**config.mk**
```make
export PLATFORM = sky130hd
export DESIGN_NAME = scan_chain_ctrl_flat
export DESIGN_NICKNAME = d
export VERILOG_FILES = /design/src/rtl/scan_chain_ctrl_pkg.sv /design/src/rtl/scan_chain_ctrl_if.sv /design/src/rtl/scan_chain_ctrl_clk_div_phase.sv /design/src/rtl/scan_chain_ctrl.sv /design/src/flat_wrapper.sv
export SDC_FILE = /design/constraint.sdc
export NUM_CORES = 1
export LEC_CHECK = 0
export ABC_CLOCK_PERIOD_IN_PS = 1900
export CORE_ASPECT_RATIO = 0.8
export CORE_MARGIN = 1
export CORE_UTILIZATION = 50
export CTS_BUF_LIST = sky130_fd_sc_hd__clkbuf_4 sky130_fd_sc_hd__clkbuf_8
export DETAILED_ROUTE_END_ITERATION = 16
export DONT_BUFFER_PORTS = 1
export SYNTH_ARGS = -nofsm -noshare
export SYNTH_HDL_FRONTEND = slang
export SYNTH_SLANG_ARGS = --single-unit
export TNS_END_PERCENT = 20
```
**constraint.sdc**
```tcl
create_clock -name clk -period 1.9 [get_ports clk]
set_input_delay 0.285 -clock clk [delete_from_list [all_inputs] [get_ports clk]]
set_output_delay 0.285 -clock clk [all_outputs]
set_load 0.01 [all_outputs]
```
**src/rtl/scan_chain_ctrl_pkg.sv**
```systemverilog
// scan_pkg: shared types and defaults for the scan chain controller.
//   state_t        - controller FSM states
//   DEF_CHAIN_LEN  - default number of flops in the chain
//   DEF_CLK_DIV    - default clk cycles per shift_clk half-period
package scan_pkg;

    localparam int DEF_CHAIN_LEN = 32;
    localparam int DEF_CLK_DIV   = 2;

    typedef enum logic [2:0] {
        IDLE   = 3'd0,
        LOW    = 3'd1,
        HIGH   = 3'd2,
        COMMIT = 3'd3,
        DONE   = 3'd4
    } state_t;

endpackage

```
**src/rtl/scan_chain_ctrl_if.sv**
```systemverilog
// scan_chain_ctrl_if: host-side config/readback bundle.
//   cfg_valid/cfg_ready - handshake for a config word
//   cfg_data/cfg_commit - word to shift in (bit 0 first) and commit request
//   rd_valid/rd_data    - one-cycle pulse with the previous chain contents
// master = host driving config words, slave = controller.
interface scan_chain_ctrl_if #(
    parameter int CHAIN_LEN = scan_pkg::DEF_CHAIN_LEN
);
    logic                 cfg_valid;
    logic                 cfg_ready;
    logic [CHAIN_LEN-1:0] cfg_data;
    logic                 cfg_commit;
    logic                 rd_valid;
    logic [CHAIN_LEN-1:0] rd_data;

    modport master (
        output cfg_valid, cfg_data, cfg_commit,
        input  cfg_ready, rd_valid, rd_data
    );

    modport slave (
        input  cfg_valid, cfg_data, cfg_commit,
        output cfg_ready, rd_valid, rd_data
    );
endinterface

```
**src/rtl/scan_chain_ctrl_clk_div_phase.sv**
```systemverilog
// clk_div_phase: free-running 0..CLK_DIV-1 counter used to time each
// half-period of shift_clk.
//   clk, rst - clock and synchronous active-high reset
//   clear    - force the count back to 0
//   run      - advance the count
//   last     - high while the count is CLK_DIV-1 (final cycle of a phase)
module clk_div_phase #(
    parameter int CLK_DIV = 2
) (
    input  logic clk,
    input  logic rst,
    input  logic clear,
    input  logic run,
    output logic last
);
    localparam int DIV_W = (CLK_DIV > 1) ? $clog2(CLK_DIV) : 1;

    logic [DIV_W-1:0] div_reg;

    assign last = (div_reg == DIV_W'(CLK_DIV - 1));

    // Wrapping on last lets LOW hand over to HIGH (and back) with no gap.
    always_ff @(posedge clk) begin
        if (rst || clear) begin
            div_reg <= '0;
        end else if (run) begin
            if (last) begin
                div_reg <= '0;
            end else begin
                div_reg <= div_reg + DIV_W'(1);
            end
        end
    end
endmodule

```
**src/rtl/scan_chain_ctrl.sv**
```systemverilog
// scan_chain_ctrl: loads a config word LSB-first into a daisy chain of
// scan flops while capturing the chain's previous contents.
//   clk, rst      - clock and synchronous active-high reset
//   host (slave)  - cfg handshake in, rd_valid/rd_data readback out
//   shift_clk     - divided shift clock to the chain
//   shift_en      - scan enable to the chain
//   shift_i       - serial data to the first flop
//   shift_o       - serial data from the last flop
//   commit        - one-cycle functional capture request
//   busy          - high whenever not IDLE
// All outputs come straight from flops so the chain sees glitch-free
// shift_clk/shift_en/shift_i.
module scan_chain_ctrl
    import scan_pkg::*;
#(
    parameter  int CHAIN_LEN = DEF_CHAIN_LEN,
    parameter  int CLK_DIV   = DEF_CLK_DIV,
    localparam int CNT_W     = $clog2(CHAIN_LEN + 1)
) (
    input  logic                   clk,
    input  logic                   rst,
    scan_chain_ctrl_if.slave       host,
    output logic                   shift_clk,
    output logic                   shift_en,
    output logic                   shift_i,
    input  logic                   shift_o,
    output logic                   commit,
    output logic                   busy
);
    state_t               state_reg, state_next;
    logic [CHAIN_LEN-1:0] sreg_reg;
    logic [CHAIN_LEN-1:0] rd_data_reg;
    logic [CNT_W-1:0]     bit_reg;
    logic                 commit_flag_reg;

    logic shift_clk_reg, shift_en_reg, commit_reg, rd_valid_reg, busy_reg, cfg_ready_reg;
    logic shift_clk_next, shift_en_next, commit_next, rd_valid_next, busy_next, cfg_ready_next;

    logic                 div_last;
    logic                 take;
    logic                 last_bit;
    logic                 capture;
    logic [CHAIN_LEN-1:0] hit;

    assign take     = (state_reg == IDLE) && host.cfg_valid;
    assign last_bit = (bit_reg == CNT_W'(CHAIN_LEN - 1));
    // Sample shift_o on the final LOW cycle, i.e. just before shift_clk rises.
    assign capture  = (state_reg == LOW) && div_last;

    clk_div_phase #(.CLK_DIV(CLK_DIV)) u_div (
        .clk   (clk),
        .rst   (rst),
        .clear (state_reg == IDLE),
        .run   ((state_reg == LOW) || (state_reg == HIGH)),
        .last  (div_last)
    );

    // One-hot select of the readback bit being captured this cycle.
    genvar gi;
    generate
        for (gi = 0; gi < CHAIN_LEN; gi++) begin : g_hit
            assign hit[gi] = capture && (bit_reg == CNT_W'(gi));
        end
    endgenerate

    // State register plus inline shift/readback datapath.
    always_ff @(posedge clk) begin
        if (rst) begin
            state_reg       <= IDLE;
            sreg_reg        <= '0;
            rd_data_reg     <= '0;
            bit_reg         <= '0;
            commit_flag_reg <= 1'b0;
        end else begin
            state_reg <= state_next;
            if (take) begin
                sreg_reg        <= host.cfg_data;
                commit_flag_reg <= host.cfg_commit;
                bit_reg         <= '0;
            end else if ((state_reg == HIGH) && div_last) begin
                // Zero fill leaves shift_i low once the word is fully out.
                sreg_reg <= sreg_reg >> 1;
                bit_reg  <= bit_reg + CNT_W'(1);
            end
            if (capture) begin
                rd_data_reg <= (rd_data_reg & ~hit) | (hit & {CHAIN_LEN{shift_o}});
            end
        end
    end

    // Next-state logic.
    always_comb begin
        state_next = state_reg;
        case (state_reg)
            IDLE:    if (take) state_next = LOW;
            LOW:     if (div_last) state_next = HIGH;
            HIGH: begin
                if (div_last) begin
                    if (last_bit) begin
                        state_next = commit_flag_reg ? COMMIT : DONE;
                    end else begin
                        state_next = LOW;
                    end
                end
            end
            COMMIT:  state_next = DONE;
            DONE:    state_next = IDLE;
            default: state_next = IDLE;
        endcase
    end

    // Output decode from the upcoming state; registered below.
    always_comb begin
        shift_clk_next = 1'b0;
        shift_en_next  = 1'b0;
        commit_next    = 1'b0;
        rd_valid_next  = 1'b0;
        busy_next      = 1'b1;
        cfg_ready_next = 1'b0;
        case (state_next)
            IDLE: begin
                busy_next      = 1'b0;
                cfg_ready_next = 1'b1;
            end
            LOW:     shift_en_next = 1'b1;
            HIGH: begin
                shift_en_next  = 1'b1;
                shift_clk_next = 1'b1;
            end
            COMMIT:  commit_next   = 1'b1;
            DONE:    rd_valid_next = 1'b1;
            default: ;
        endcase
    end

    always_ff @(posedge clk) begin
        if (rst) begin
            shift_clk_reg <= 1'b0;
            shift_en_reg  <= 1'b0;
            commit_reg    <= 1'b0;
            rd_valid_reg  <= 1'b0;
            busy_reg      <= 1'b0;
            cfg_ready_reg <= 1'b1;
        end else begin
            shift_clk_reg <= shift_clk_next;
            shift_en_reg  <= shift_en_next;
            commit_reg    <= commit_next;
            rd_valid_reg  <= rd_valid_next;
            busy_reg      <= busy_next;
            cfg_ready_reg <= cfg_ready_next;
        end
    end

    assign shift_clk      = shift_clk_reg;
    assign shift_en       = shift_en_reg;
    assign shift_i        = sreg_reg[0];
    assign commit         = commit_reg;
    assign busy           = busy_reg;
    assign host.cfg_ready = cfg_ready_reg;
    assign host.rd_valid  = rd_valid_reg;
    assign host.rd_data   = rd_data_reg;
endmodule

```
**src/flat_wrapper.sv**
```systemverilog
// flat-port wrapper written by rule: the top's interface ports become plain ports
module scan_chain_ctrl_flat import scan_pkg::*;
#(
    parameter  int CHAIN_LEN = DEF_CHAIN_LEN,
    parameter  int CLK_DIV   = DEF_CLK_DIV,
    localparam int CNT_W     = $clog2(CHAIN_LEN + 1)
)
  (clk, rst, shift_clk, shift_en, shift_i, shift_o, commit, busy, host_cfg_valid, host_cfg_data, host_cfg_commit, host_cfg_ready, host_rd_valid, host_rd_data);
  scan_chain_ctrl_if #(.CHAIN_LEN(CHAIN_LEN)) host_i ();
  input  logic clk;
  input  logic rst;
  output logic shift_clk;
  output logic shift_en;
  output logic shift_i;
  input  logic shift_o;
  output logic commit;
  output logic busy;
  input wire logic [$bits(host_i.cfg_valid)-1:0] host_cfg_valid;
  input wire logic [$bits(host_i.cfg_data)-1:0] host_cfg_data;
  input wire logic [$bits(host_i.cfg_commit)-1:0] host_cfg_commit;
  output wire logic [$bits(host_i.cfg_ready)-1:0] host_cfg_ready;
  output wire logic [$bits(host_i.rd_valid)-1:0] host_rd_valid;
  output wire logic [$bits(host_i.rd_data)-1:0] host_rd_data;
  assign host_i.cfg_valid = host_cfg_valid;
  assign host_i.cfg_data = host_cfg_data;
  assign host_i.cfg_commit = host_cfg_commit;
  assign host_cfg_ready = host_i.cfg_ready;
  assign host_rd_valid = host_i.rd_valid;
  assign host_rd_data = host_i.rd_data;
  scan_chain_ctrl #(.CHAIN_LEN(CHAIN_LEN), .CLK_DIV(CLK_DIV)) u_core (.clk(clk), .rst(rst), .host(host_i), .shift_clk(shift_clk), .shift_en(shift_en), .shift_i(shift_i), .shift_o(shift_o), .commit(commit), .busy(busy));
endmodule
```
Word-level counts from Yosys, hierarchy flattened
Index checks and enable logic that the tools add are counted.

storage, ports and cells
  memories = 0
  register bits after elaboration = 81
  bits in latches = 0
  output and inout port bits = 39
  bits in writable memories = 0
  ROM bits = 0
  logic and storage cells = 114
  input port bits = 37

cells by class
  mux-type cells = 15
  bitwise gates (word level) = 4
  equal/unequal tests = 38
  reduce and logical (&&, ||, !) cells = 43
  divide/modulo/power cells = 0
  $mul = 0
  order comparisons = 0
  shift operators = 0
  $add $sub $neg = 2

operators by type and width
  cell                 number
  $eq 6x5->1 const B   16
  $and 32x32->32       2
  $mux 32              2
  $eq 6x4->1 const B   8
  $logic_and 1x1->1    35
  $not 32->32          1
  $or 32x32->32        1
  $eq 6x3->1 const B   4
  $mux 3               5
  $eq 3x2->1 const B   4
  $eq 6x2->1 const B   2
  $pmux 3 s4           1
  $mux 1               7
  $add 6x1->6 const B  1
  $eq 3x1->1 const B   2
  $eq 6x1->1 const B   1
  $logic_not 3->1      2
  $logic_not 6->1      1
  $reduce_or 2->1      2
  $eq 3x3->1 const B   1
  $logic_or 1x1->1     2
  $reduce_bool 2->1    1
  $add 1x1->1 const B  1

Logic depth before layout (Yosys ltp)
Gate-level depths: netlist (run 1).

  depth in word-level cells = 7
  depth in mapped cells = 6
  depth with buffers taken out = 4

Modules after synthesis
From an unflattened synthesis (run 1), not the netlist that was laid out.

second synthesis, totals
  cell total of the unflattened synthesis = 394
  area, all modules = 3604.7 µm²

modules (own cells, without submodules)
  module           times used  area each (µm²)  cells each
  scan_chain_ctrl  1           3565.9           391
  clk_div_phase    1           38.8             3

Least setup slack after synthesis (run 1)
OpenSTA, ideal clock, no wires.

  kind = register to register
  start = reg u_core.state_reg[2]
  end = reg u_core.sreg_reg[10]
  slack = 0.402 ns
  setup time = 0.147 ns
  clock period less this slack = 1.498 ns
  data required time = 1.753 ns
  arrival time = 1.352 ns
  stages on the path, launching flop included = 7
  cells stage by stage = dfxtp_1 buf_6 or4b_4 buf_6 buf_2 nor2_1 a311oi_2

between the ends
  word-level cells in the longest chain between the ends = 3
  elaborated cells between the ends (all ways) = 6
  those cells by class = 1 x eq/ne; 1 x mux; 4 x reduce/logical

ends and longest elaborated chain
  what                                                                  RTL line                                      source
  start, declared                                                       scan_chain_ctrl.sv:30                         state_t state_reg, state_next;
  start signal, assigned                                                scan_chain_ctrl.sv:75                         state_reg <= state_next;
  $eq 3x2->1 / $logic_not 3->1 (equally long branches)                  scan_chain_ctrl.sv:80, scan_chain_ctrl.sv:45
  $logic_and 1x1->1 (on tied branches)                                  scan_chain_ctrl.sv:80, scan_chain_ctrl.sv:45
  $reduce_bool 2->1 (no source line) / $mux 32 (equally long branches)  n/a
  end signal, assigned                                                  scan_chain_ctrl.sv:77                         sreg_reg <= host.cfg_data;
  end signal, assigned                                                  scan_chain_ctrl.sv:82                         sreg_reg <= sreg_reg >> 1;
  end, declared                                                         scan_chain_ctrl.sv:31                         logic [CHAIN_LEN-1:0] sreg_reg;

Parallel ways exist; a longest one is shown, timed or not.
A chain may end at the register's enable or synchronous reset.

Worst setup path after layout (run 1)
  start = reg u_core.bit_reg[3]
  end = reg u_core.shift_clk_reg (netlist: u_core.shift_clk)

between the ends
  word-level cells in the longest chain between the ends = 6

ends and longest elaborated chain
  what                    RTL line                source
  start, declared         scan_chain_ctrl.sv:33   logic [CNT_W-1:0] bit_reg;
  start signal, assigned  scan_chain_ctrl.sv:83   bit_reg <= bit_reg + CNT_W'(1);
  $eq 6x5->1              scan_chain_ctrl.sv:46   assign last_bit = (bit_reg == CNT_W'(CHAIN_LEN - 1));
  $mux 3                  scan_chain_ctrl.sv:99   if (last_bit) begin
  $mux 3                  scan_chain_ctrl.sv:98   if (div_last) begin
  $pmux 3 s4              scan_chain_ctrl.sv:94   case (state_reg)
  $eq 3x2->1              scan_chain_ctrl.sv:120  case (state_next)
  $mux 1                  scan_chain_ctrl.sv:120
  end signal, assigned    scan_chain_ctrl.sv:145  shift_clk_reg <= shift_clk_next;
  end, declared           scan_chain_ctrl.sv:36   logic shift_clk_reg, shift_en_reg, commit_reg, rd_valid_reg, busy_reg, cfg_ready_reg;

No other way between the ends.

==> qor.yml, run 1 <==
timing:
  hold_violations: 0
  skew_ns: 0.005273
  min_period_over_period_pct: 85.65
  report.final.slew_viol_count: 0
  rsz0062_at_grt: "false"
  fin_crit_ns: 1.627
  whs_ns: 0.03525
  max_freq_mhz: 614.5
  layout_setup_ws_ns: 0.2727
  setup_viol: 0
  worst_slew_pin_slew_ns: 0.4380
  tns_ns: 0
  slew_headroom_pct: 70.39
cells_and_area:
  drive_gt1_share_pct: 16.39
  syn2layout_area_growth_pct: 8.630
  fillers: 674
  fin_nets: 457
  antenna_cells: 0
  final_cells: 526
  post-route-cell-area_mm2: 0.004237
  fin_util_pct: 56.77
synthesis:
  ys_async_sr_fraction_pct: 0
  netlist_top_cells_area: "dfxtp_1 (42%), a311oi_2 (12%), mux2i_1 (8.2%), nand2_1 (7.0%), nand2b_1 (5.6%)"
  synth-edff-count: 0
  ys_seq_elements: 81
  netlist_area_mm2: 0.003900
  synth_top_cell_by_area: "dfxtp_1"
  synth_flop_cell: "dfxtp_1"
  syn-instance-count: 428
  synth_cell_types: 37
  synth.top_cell.area_share_pct: 41.58
  syn_nets: 469
  synth_warnings: 0
  synth_seq_area_share_pct: 41.58
  synth.avg_cell_area_um2: 9.112
cts:
  cts_setup_buffers: 0
  cts_made_buffers: 9
  clock_latency_ns: 0.35
  clock_sinks: 81
  clk_pin_slew_worst_paths_ns: 0.08
  cts_tree: "done"
  root_buffer: "clkbuf_8"
  post_cts_resized: 0
  htree_levels: 3
  hold_buffers: 1
  cts.path.max_buffers: 2
setup_path:
  path_class: "flip-flop to flip-flop"
  ff2ff_setup_slack_ns: 0.27
  required_ns: 2.16
  slowest_stage: "or4_1"
  worstPathCellList: "nand2_1 > or4_1 > a221oi_1"
  critPathLaunchType: "flip-flop"
  r2r_cells: 3
  timing.rr.end: "u_core.shift_clk"
  critical-path-max-stage-delay_ns: 0.55
  cp_max_fo: 12
  rr_startpoint: "u_core.bit_reg[3]"
  cpLargestDelayFamily: "simple AND/OR/NAND/NOR gates"
  path_buf_inv: 0
  crit_cells: 3
  critical_path.endpoint_type: "flip-flop"
  worst_ep_arrival_time_ns: 1.89
detailed_routing:
  antenna_left: 0
  wl_per_cell_um: 15.48
  viasPerCell: 5.532
  wirelength_mm: 8.141
  drtIter0Drc: 200
  vias: 2910
  drt_first_pass_iters: 4
  drc: 0
pwr:
  p_total_mw: 3.514
  ir_worst_vdd_uv: 361.0
  p_per_area_mw_per_mm2: 829.4
  p_leak_nw: 1.618
min_path:
  hold_path_depth: 1
  hold_path.startpoint: "host_cfg_valid"
  min_to: "u_core.host.cfg_ready"
  hp-class: "input pin to flip-flop"
global_route:
  track_usage_pct: 20.88
  grt_max_degree: 51
  grt_pass1_vias: 2706
  grt_antenna_before_repair: 0
  gr-total-overflow: 0
  grt_pass1_wl_mm: 13.29
floorplanning:
  initial_utilization_pct: 52.26
  die_height_um: 81.00
  core-area_mm2: 0.007462
  die_x_um: 100.7
  die_area_mm2: 0.008159
  ios: 76
  fp-row-count: 28
run_status:
  status: "finished clean"
placement:
  pre_cts_ws_ns: 0.2880
  portBuffers: 0
  placed_area_mm2: 0.004011
  place_inst: 509
  dpl.hpwl_mm: 5.076
  finalWeightedCongestion: 0.7440
job:
  maxCapViolCount: 0
Yosys cell counts, drive strengths merged (6+ instances only):
cell type	n
a21oi	10
a311oi	32
buf	21
clkbuf	21
dfxtp	81
inv	6
mux2i	32
nand2	73
nand2b	35
nand3	35
nor2	34
o21ai	6
cells in the final DEF, fill, tap and decap left out, types with 2 or more instances in the layout:
master | synthesis | routed
clkinvlp_4 | 0 | 2
ha_1 | 4 | 4
o211a_1 | 2 | 2
clkinv_4 | 0 | 2
nand2_1 | 73 | 73
nor4bb_4 | 0 | 2
a21boi_0 | 2 | 2
nor3_1 | 2 | 2
dfxtp_1 | 81 | 81
a21oi_1 | 10 | 10
nand3_1 | 35 | 35
nand2b_1 | 35 | 35
mux2i_1 | 32 | 32
o21ai_0 | 6 | 6
nor2_1 | 34 | 34
or4_1 | 3 | 3
nor4b_1 | 3 | 3
a311oi_2 | 30 | 30
o31ai_1 | 3 | 3
buf_12 | 0 | 4
nor4bb_1 | 5 | 3
inv_1 | 6 | 6
nor2b_1 | 4 | 4
or3_1 | 2 | 2
buf_4 | 3 | 15
a311oi_1 | 2 | 2
clkbuf_8 | 0 | 10
worst register-to-register path, cell delays in order, from the launching register on:
cell and delay, ns:
dfxtp_1 0.54, nand2_1 0.18, or4_1 0.55, a221oi_1 0.26
logic make-up after synthesis:
| logic type | after synthesis | share of synthesized area, % |
|---|---|---|
| compound gates | 58 | 16.20 |
| xor+xnor | 1 | 0.2246 |
| fa+ha+maj | 4 | 1.283 |
| buf+inv | 48 | 6.288 |
| flops | 81 | 41.58 |
| mux | 32 | 8.213 |
| simple gates | 204 | 26.21 |
power breakdown:
| part | internal [mW] | switching [mW] |
|---|---|---|
| Clock | 0.645 | 0.643 |
| Sequential | 1.79 | 0.0585 |
| Combinational | 0.172 | 0.209 |
| Total | 2.60 | 0.911 |
how the worst max path moves through the flow:
stage / end / start
2_1_floorplan: u_core.sreg_reg[10] / u_core.state_reg[2]
4_1_cts: u_core.shift_clk / u_core.bit_reg[3]
5_1_grt: u_core.shift_clk / u_core.bit_reg[0]
6_report: u_core.shift_clk / u_core.bit_reg[3]
3_5_place_dp: u_core.shift_clk / u_core.bit_reg[3]
3_3_place_gp: u_core.shift_clk / u_core.bit_reg[3]
metal layers:
metal	global-route usage (%)	routed length (µm)	vias to the layer above
met1	28.40	3991	1381
met2	30.89	3495	59
met5	0	0	-
met3	7.143	545	11
met4	6.957	109	0
li1	-	-	1459
cell type report:
cell class | count | area (µm²) | share of cell area [%]
Sequential cell | 81 | 1622 | 38.28
Clock buffer | 10 | 137.6 | 3.249
Timing Repair Buffer | 19 | 192.7 | 4.548
Inverter | 6 | 22.52 | 0.5316
Multi-Input combinational cell | 299 | 2063 | 48.70
Tap cell | 105 | 131.4 | 3.101
Clock inverter | 6 | 67.56 | 1.595
Note: power is estimated with default switching activity, not from simulation.
==> run 2: changes to the inputs <==
Settings changed: CELL_PAD_IN_SITES_DETAIL_PLACEMENT set to 1, CELL_PAD_IN_SITES_GLOBAL_PLACEMENT set to 1, PLACE_DENSITY_LB_ADDON set to 0.1.
==> qor.yml, run 2 (synthesis gave the netlist of run 1 again) <==
run_status:
  status: "finished clean"
cells_and_area:
  most-common-layout-cells: "dfxtp_1 (81), nand2_1 (73), nand2b_1 (35), nand3_1 (35), nor2_1 (34)"
  final_common_cell: "dfxtp_1"
  fin_nets: 456  # -0.22%
  fin_util_pct: 56.81  # about the same
  fillers: 865  # +28%
  syn2layout_area_growth_pct: 8.694  # about the same
  drive_gt1_share_pct: 16.19  # -0.20 points
  antenna_cells: 0  # unchanged
setup_path:
  cp_max_fo: 12  # unchanged
  ff2ff_setup_slack_ns: 0.10  # -0.17 ns
  slowest_stage: "or4_1"
  timing.rr.end: "u_core.shift_clk"
  worstPathCellList: "nand2_1 > or4_1 > a221oi_1"
  critPathLaunchType: "flip-flop"
  rr_startpoint: "u_core.bit_reg[3]"
  required_ns: 2.14  # -0.02 ns
  critical_path.endpoint_type: "flip-flop"
  r2r_cells: 3  # unchanged
  cpLargestDelayFamily: "simple AND/OR/NAND/NOR gates"
  path_class: "flip-flop to flip-flop"
  worst_ep_arrival_time_ns: 2.04  # +0.15 ns
  critical-path-max-stage-delay_ns: 0.57  # +0.02 ns
  path_buf_inv: 0  # unchanged
timing:
  fin_crit_ns: 1.798  # +0.1707 ns
  report.final.slew_viol_count: 0  # unchanged
  setup_viol: 0  # unchanged
  min_period_over_period_pct: 94.63  # +9.0 points
  hold_violations: 0  # unchanged
  skew_ns: 0.005564  # +0.0002912 ns
  rsz0062_at_grt: "false"
  layout_setup_ws_ns: 0.1020  # -0.1707 ns
  slew_headroom_pct: 68.03  # -2.4 points
  max_freq_mhz: 556.2  # -9.5%
  tns_ns: 0  # unchanged
  worst_slew_pin_slew_ns: 0.4784  # +0.04036 ns
floorplanning:
  initial_utilization_pct: 52.26  # unchanged
  core-area_mm2: 0.007462  # unchanged
  die_area_mm2: 0.008159  # unchanged
  ios: 76  # unchanged
  die_height_um: 81.00  # unchanged
  die_x_um: 100.7  # unchanged
  fp-row-count: 28  # unchanged
placement:
  pre_cts_ws_ns: 0.1765  # -0.1116 ns
  finalWeightedCongestion: 0.8121  # +9.2%
  dpl.hpwl_mm: 5.916  # +17%
  portBuffers: 0  # unchanged
cts:
  htree_levels: 3  # unchanged
  clk_pin_slew_worst_paths_ns: 0.08  # about the same
  cts_made_buffers: 9  # unchanged
  cts_tree: "done"
  cts.path.max_buffers: 2  # unchanged
  clock_latency_ns: 0.35  # about the same
  cts_setup_buffers: 0  # unchanged
  root_buffer: "clkbuf_8"
  clock_sinks: 81  # unchanged
pwr:
  pwr-share-seq_pct: 51.6  # -0.9 points
  intPower_mw: 2.699  # +3.7%
  p_sw_share_pct: 24.57  # -1.3 points
  p_sw_mw: 0.8792  # -3.5%
  p_total_mw: 3.578  # +1.8%
  p_per_area_mw_per_mm2: 844.0  # +1.8%
  power_frac_comb_pct: 10.7  # -0.2 points
  p_clk_share_pct: 37.6  # +1.0 points
  ir_worst_vdd_uv: 561.0  # +55%
  p_leak_nw: 1.629  # +0.64%
min_path:
  hp-class: "input pin to flip-flop"
  min_to: "u_core.host.cfg_ready"
  hold_path.startpoint: "host_cfg_valid"
  hold_path_depth: 1  # unchanged
global_route:
  grt_max_degree: 66  # +29%
  grt_pass1_wl_mm: 15.17  # +14%
  grt_antenna_before_repair: 0  # unchanged
  grt_pass1_vias: 3115  # +15%
  gr-total-overflow: 0  # unchanged
  track_usage_pct: 23.90  # +3.0 points
detailed_routing:
  drtIter0Drc: 103  # -49%
  drt_first_pass_iters: 4  # unchanged
  wl_per_cell_um: 17.67  # +14%
  wirelength_mm: 9.275  # +14%
  drc: 0  # unchanged
  antenna_left: 0  # unchanged
  viasPerCell: 5.804  # +4.9%
  vias: 3047  # +4.7%
job:
  maxCapViolCount: 0  # unchanged
-- run 2: final cells by class --
type                    instances  area (µm²)  share of cell area [%]
inverters                       6       22.52                  0.5313
repair buffers                 18       185.2                   4.368
flip-flops and latches         81        1622                   38.25
clock buffers                  14       180.2                   4.250
multi-input cells             299        2063                   48.67
clock inverters                 2       35.03                  0.8264
well taps                     105       131.4                   3.099
-- run 2: metal layers --
layer  share of wire, %  global-route usage, %
met5                  0                      0
met4                1.8                  9.275
met3                5.9                  7.917
met2                 47                  38.36
met1                 45                  29.88
-- run 2: per-stage QoR --
stage | area (µm²) | std cells | hold slack, ns
after floorplan | 3900 | 428 | 0.3941
after global placement | 4004 | 508 | 0.3640
after detailed placement | 4004 | 508 | 0.3634
after CTS | 4239 | 525 | 0.03352
after global routing | 4239 | 525 | 0.03356
final | 4239 | 525 | 0.04704
-- run 2: worst max-delay path by stage --
| stage | slack, ns | cells after the start | start | end |
|---|---|---|---|---|
| 2_1_floorplan | 0.40 | 6 | u_core.state_reg[2] | u_core.sreg_reg[10] |
| 3_3_place_gp | 0.22 | 3 | u_core.bit_reg[3] | u_core.shift_clk |
| 3_5_place_dp | 0.18 | 3 | u_core.bit_reg[3] | u_core.shift_clk |
| 4_1_cts | 0.16 | 3 | u_core.bit_reg[3] | u_core.shift_clk |
| 5_1_grt | 0.04 | 3 | u_core.bit_reg[3] | u_core.shift_clk |
| 6_report | 0.10 | 3 | u_core.bit_reg[3] | u_core.shift_clk |
-- run 2: power groups by stage --
stage          registers [mW]  logic, mW  clock network, mW
5_1_grt                  1.86      0.423               1.45
4_1_cts                  1.85      0.389               1.39
2_1_floorplan            1.87      0.335                  0
3_3_place_gp             1.88      0.348                  0
6_report                 1.85      0.384               1.35
3_5_place_dp             1.89      0.364                  0
-- run 2: repair_timing --
action,4_1_cts,5_1_grt
gates resized for setup,0,0
hold buffers,1,0
hold endpoints to repair,34,0
setup endpoints to repair,0,0
==> run 3: changes to the inputs <==
Settings changed: CORE_ASPECT_RATIO 0.8 to 2.
==> qor.yml, run 3 (synthesis gave the netlist of run 1 again) <==
timing:
  fin_crit_ns: 1.671  # -0.1268 ns
  setup_viol: 0  # unchanged
  max_freq_mhz: 598.4  # +7.6%
  hold_violations: 0  # unchanged
  layout_setup_ws_ns: 0.2288  # +0.1268 ns
  min_period_over_period_pct: 87.96  # -6.7 points
  worst_slew_pin_slew_ns: 0.4599  # -0.01841 ns
  slew_headroom_pct: 69.26  # +1.2 points
  tns_ns: 0  # unchanged
  report.final.slew_viol_count: 0  # unchanged
  skew_ns: 0.006714  # +0.001150 ns
  rsz0062_at_grt: "false"
floorplanning:
  fp-row-count: 45  # +61%
  die_area_mm2: 0.008179  # +0.24%
  initial_utilization_pct: 51.69  # -0.57 points
  ios: 76  # unchanged
  core-area_mm2: 0.007545  # +1.1%
  die_x_um: 64.45  # -36%
  die_height_um: 126.9  # +57%
cts:
  hold_buffers: 1  # unchanged
  cts_setup_buffers: 0  # unchanged
  cts_made_buffers: 9  # unchanged
  cts.path.max_buffers: 2  # unchanged
  clock_latency_ns: 0.36  # about the same
  clk_pin_slew_worst_paths_ns: 0.08  # about the same
  htree_levels: 3  # unchanged
  post_cts_resized: 0  # unchanged
  clock_sinks: 81  # unchanged
  cts_tree: "done"
  root_buffer: "clkbuf_8"
setup_path:
  critical-path-max-stage-delay_ns: 0.56  # about the same
  critPathLaunchType: "flip-flop"
  path_class: "flip-flop to flip-flop"
  required_ns: 2.15  # about the same
  worst_ep_arrival_time_ns: 1.93  # -0.11 ns
  cp_max_fo: 12  # unchanged
  slowest_stage: "or4_1"
  worstPathCellList: "nand2_1 > or4_1 > a221oi_1"
  critical_path.endpoint_type: "flip-flop"
pwr:
  intPower_mw: 2.539  # -5.9%
  p_leak_nw: 1.637  # +0.49%
  p_sw_share_pct: 25.86  # +1.3 points
  ir_worst_vdd_uv: 460.9  # -18%
  power_frac_comb_pct: 11.6  # +0.9 points
  p_sw_mw: 0.8858  # +0.75%
  pwr-share-seq_pct: 54.0  # +2.4 points
  p_clk_share_pct: 34.5  # -3.1 points
  p_per_area_mw_per_mm2: 809.4  # -4.1%
placement:
  pre_cts_ws_ns: 0.2414  # +0.06491 ns
  finalWeightedCongestion: 0.8185  # +0.79%
  portBuffers: 0  # unchanged
  dpl.hpwl_mm: 6.114  # +3.4%
  place_inst: 499  # -1.8%
detailed_routing:
  antenna_left: 0  # unchanged
  viasPerCell: 5.816  # +0.21%
  drt_first_pass_iters: 4  # unchanged
  wl_per_cell_um: 17.67  # about the same
  vias: 3001  # -1.5%
  drtIter0Drc: 125  # +21%
  wirelength_mm: 9.119  # -1.7%
  drc: 0  # unchanged
cells_and_area:
  final_cells: 516  # -1.7%
  fin_nets: 458  # +0.44%
  antenna_cells: 0  # unchanged
  fillers: 880  # +1.7%
  fin_util_pct: 56.09  # -0.72 points
  final_common_cell: "dfxtp_1"
  syn2layout_area_growth_pct: 8.502
  most-common-layout-cells: "dfxtp_1 (81), nand2_1 (73), nand2b_1 (35), nand3_1 (35), nor2_1 (34)"
  drive_gt1_share_pct: 16.59  # +0.40 points
min_path:
  hp-class: "input pin to flip-flop"
job:
  maxCapViolCount: 0  # unchanged
global_route:
  grt_antenna_before_repair: 0  # unchanged
  grt_max_degree: 38  # -42%
  grt_pass1_wl_mm: 14.92  # -1.6%
  grt_pass1_vias: 3078  # -1.2%
  gr-total-overflow: 0  # unchanged
  track_usage_pct: 23.50  # -0.40 points
run_status:
  status: "finished clean"
## run 3: cell types whose count changed in the layout (fill, tap and decap cells not counted), sizes merged
cell | previous run | this run
clkinv | 1 | 3
clkbuf | 14 | 13
bufinv | 1 | 0
buf | 18 | 20
## run 3: power by group through the flow
| stage | combinational, mW | sequential, mW | clock, mW |
|---|---|---|---|
| after CTS | 0.402 | 1.85 | 1.20 |
| after global routing | 0.433 | 1.86 | 1.29 |
| after global placement | 0.364 | 1.88 | 0 |
| after detailed placement | 0.379 | 1.89 | 0 |
| after floorplan | 0.335 | 1.87 | 0 |
| final | 0.396 | 1.85 | 1.18 |
## run 3: metrics by stage
| step | area, µm² | hold slack (ns) | total power, mW |
|---|---|---|---|
| floorplan | 3900 | 0.3941 | 2.200 |
| global placement | 4030 | 0.3631 | 2.249 |
| detailed placement | 4030 | 0.3634 | 2.265 |
| CTS | 4232 | 0.03094 | 3.453 |
| global route | 4232 | 0.03162 | 3.581 |
| finish | 4232 | 0.04451 | 3.425 |
## run 3: layout make-up
cell class,instances,area (µm²),area share [%]
tap,94,117.6,2.779
clock buffer,13,166.4,3.933
clock inverter,3,15.01,0.3548
multi-input combinational,299,2063,48.76
inverter,6,22.52,0.5322
timing repair buffer,20,225.2,5.322
sequential,81,1622,38.32
## run 3: per-layer routing
metal	share of wire, %	vias up	track usage [%]
li1	-	1461	-
met1	40	1474	24.64
met2	54	57	43.59
met3	3.8	9	5.755
met4	1.4	0	8.889
met5	0	-	0
## run 3: worst paths after layout
check,startpoint,endpoint,slack (ns),cells past startpoint
max,u_core.bit_reg[3],u_core.shift_clk,0.23,3
min,host_cfg_valid,u_core.host.cfg_ready,0.04,1
max reg2reg,u_core.bit_reg[3],u_core.shift_clk,0.23,3
min reg2reg,u_core.commit_flag_reg,u_core.commit_flag_reg,0.48,2
## run 3: worst max-delay path, delay by kind of cell (launching register included)
family,cells,cell delay [ns]
flip-flops,1,0.53
AND/OR/NAND/NOR,2,0.74
AO/OA/AOI/OAI,1,0.30
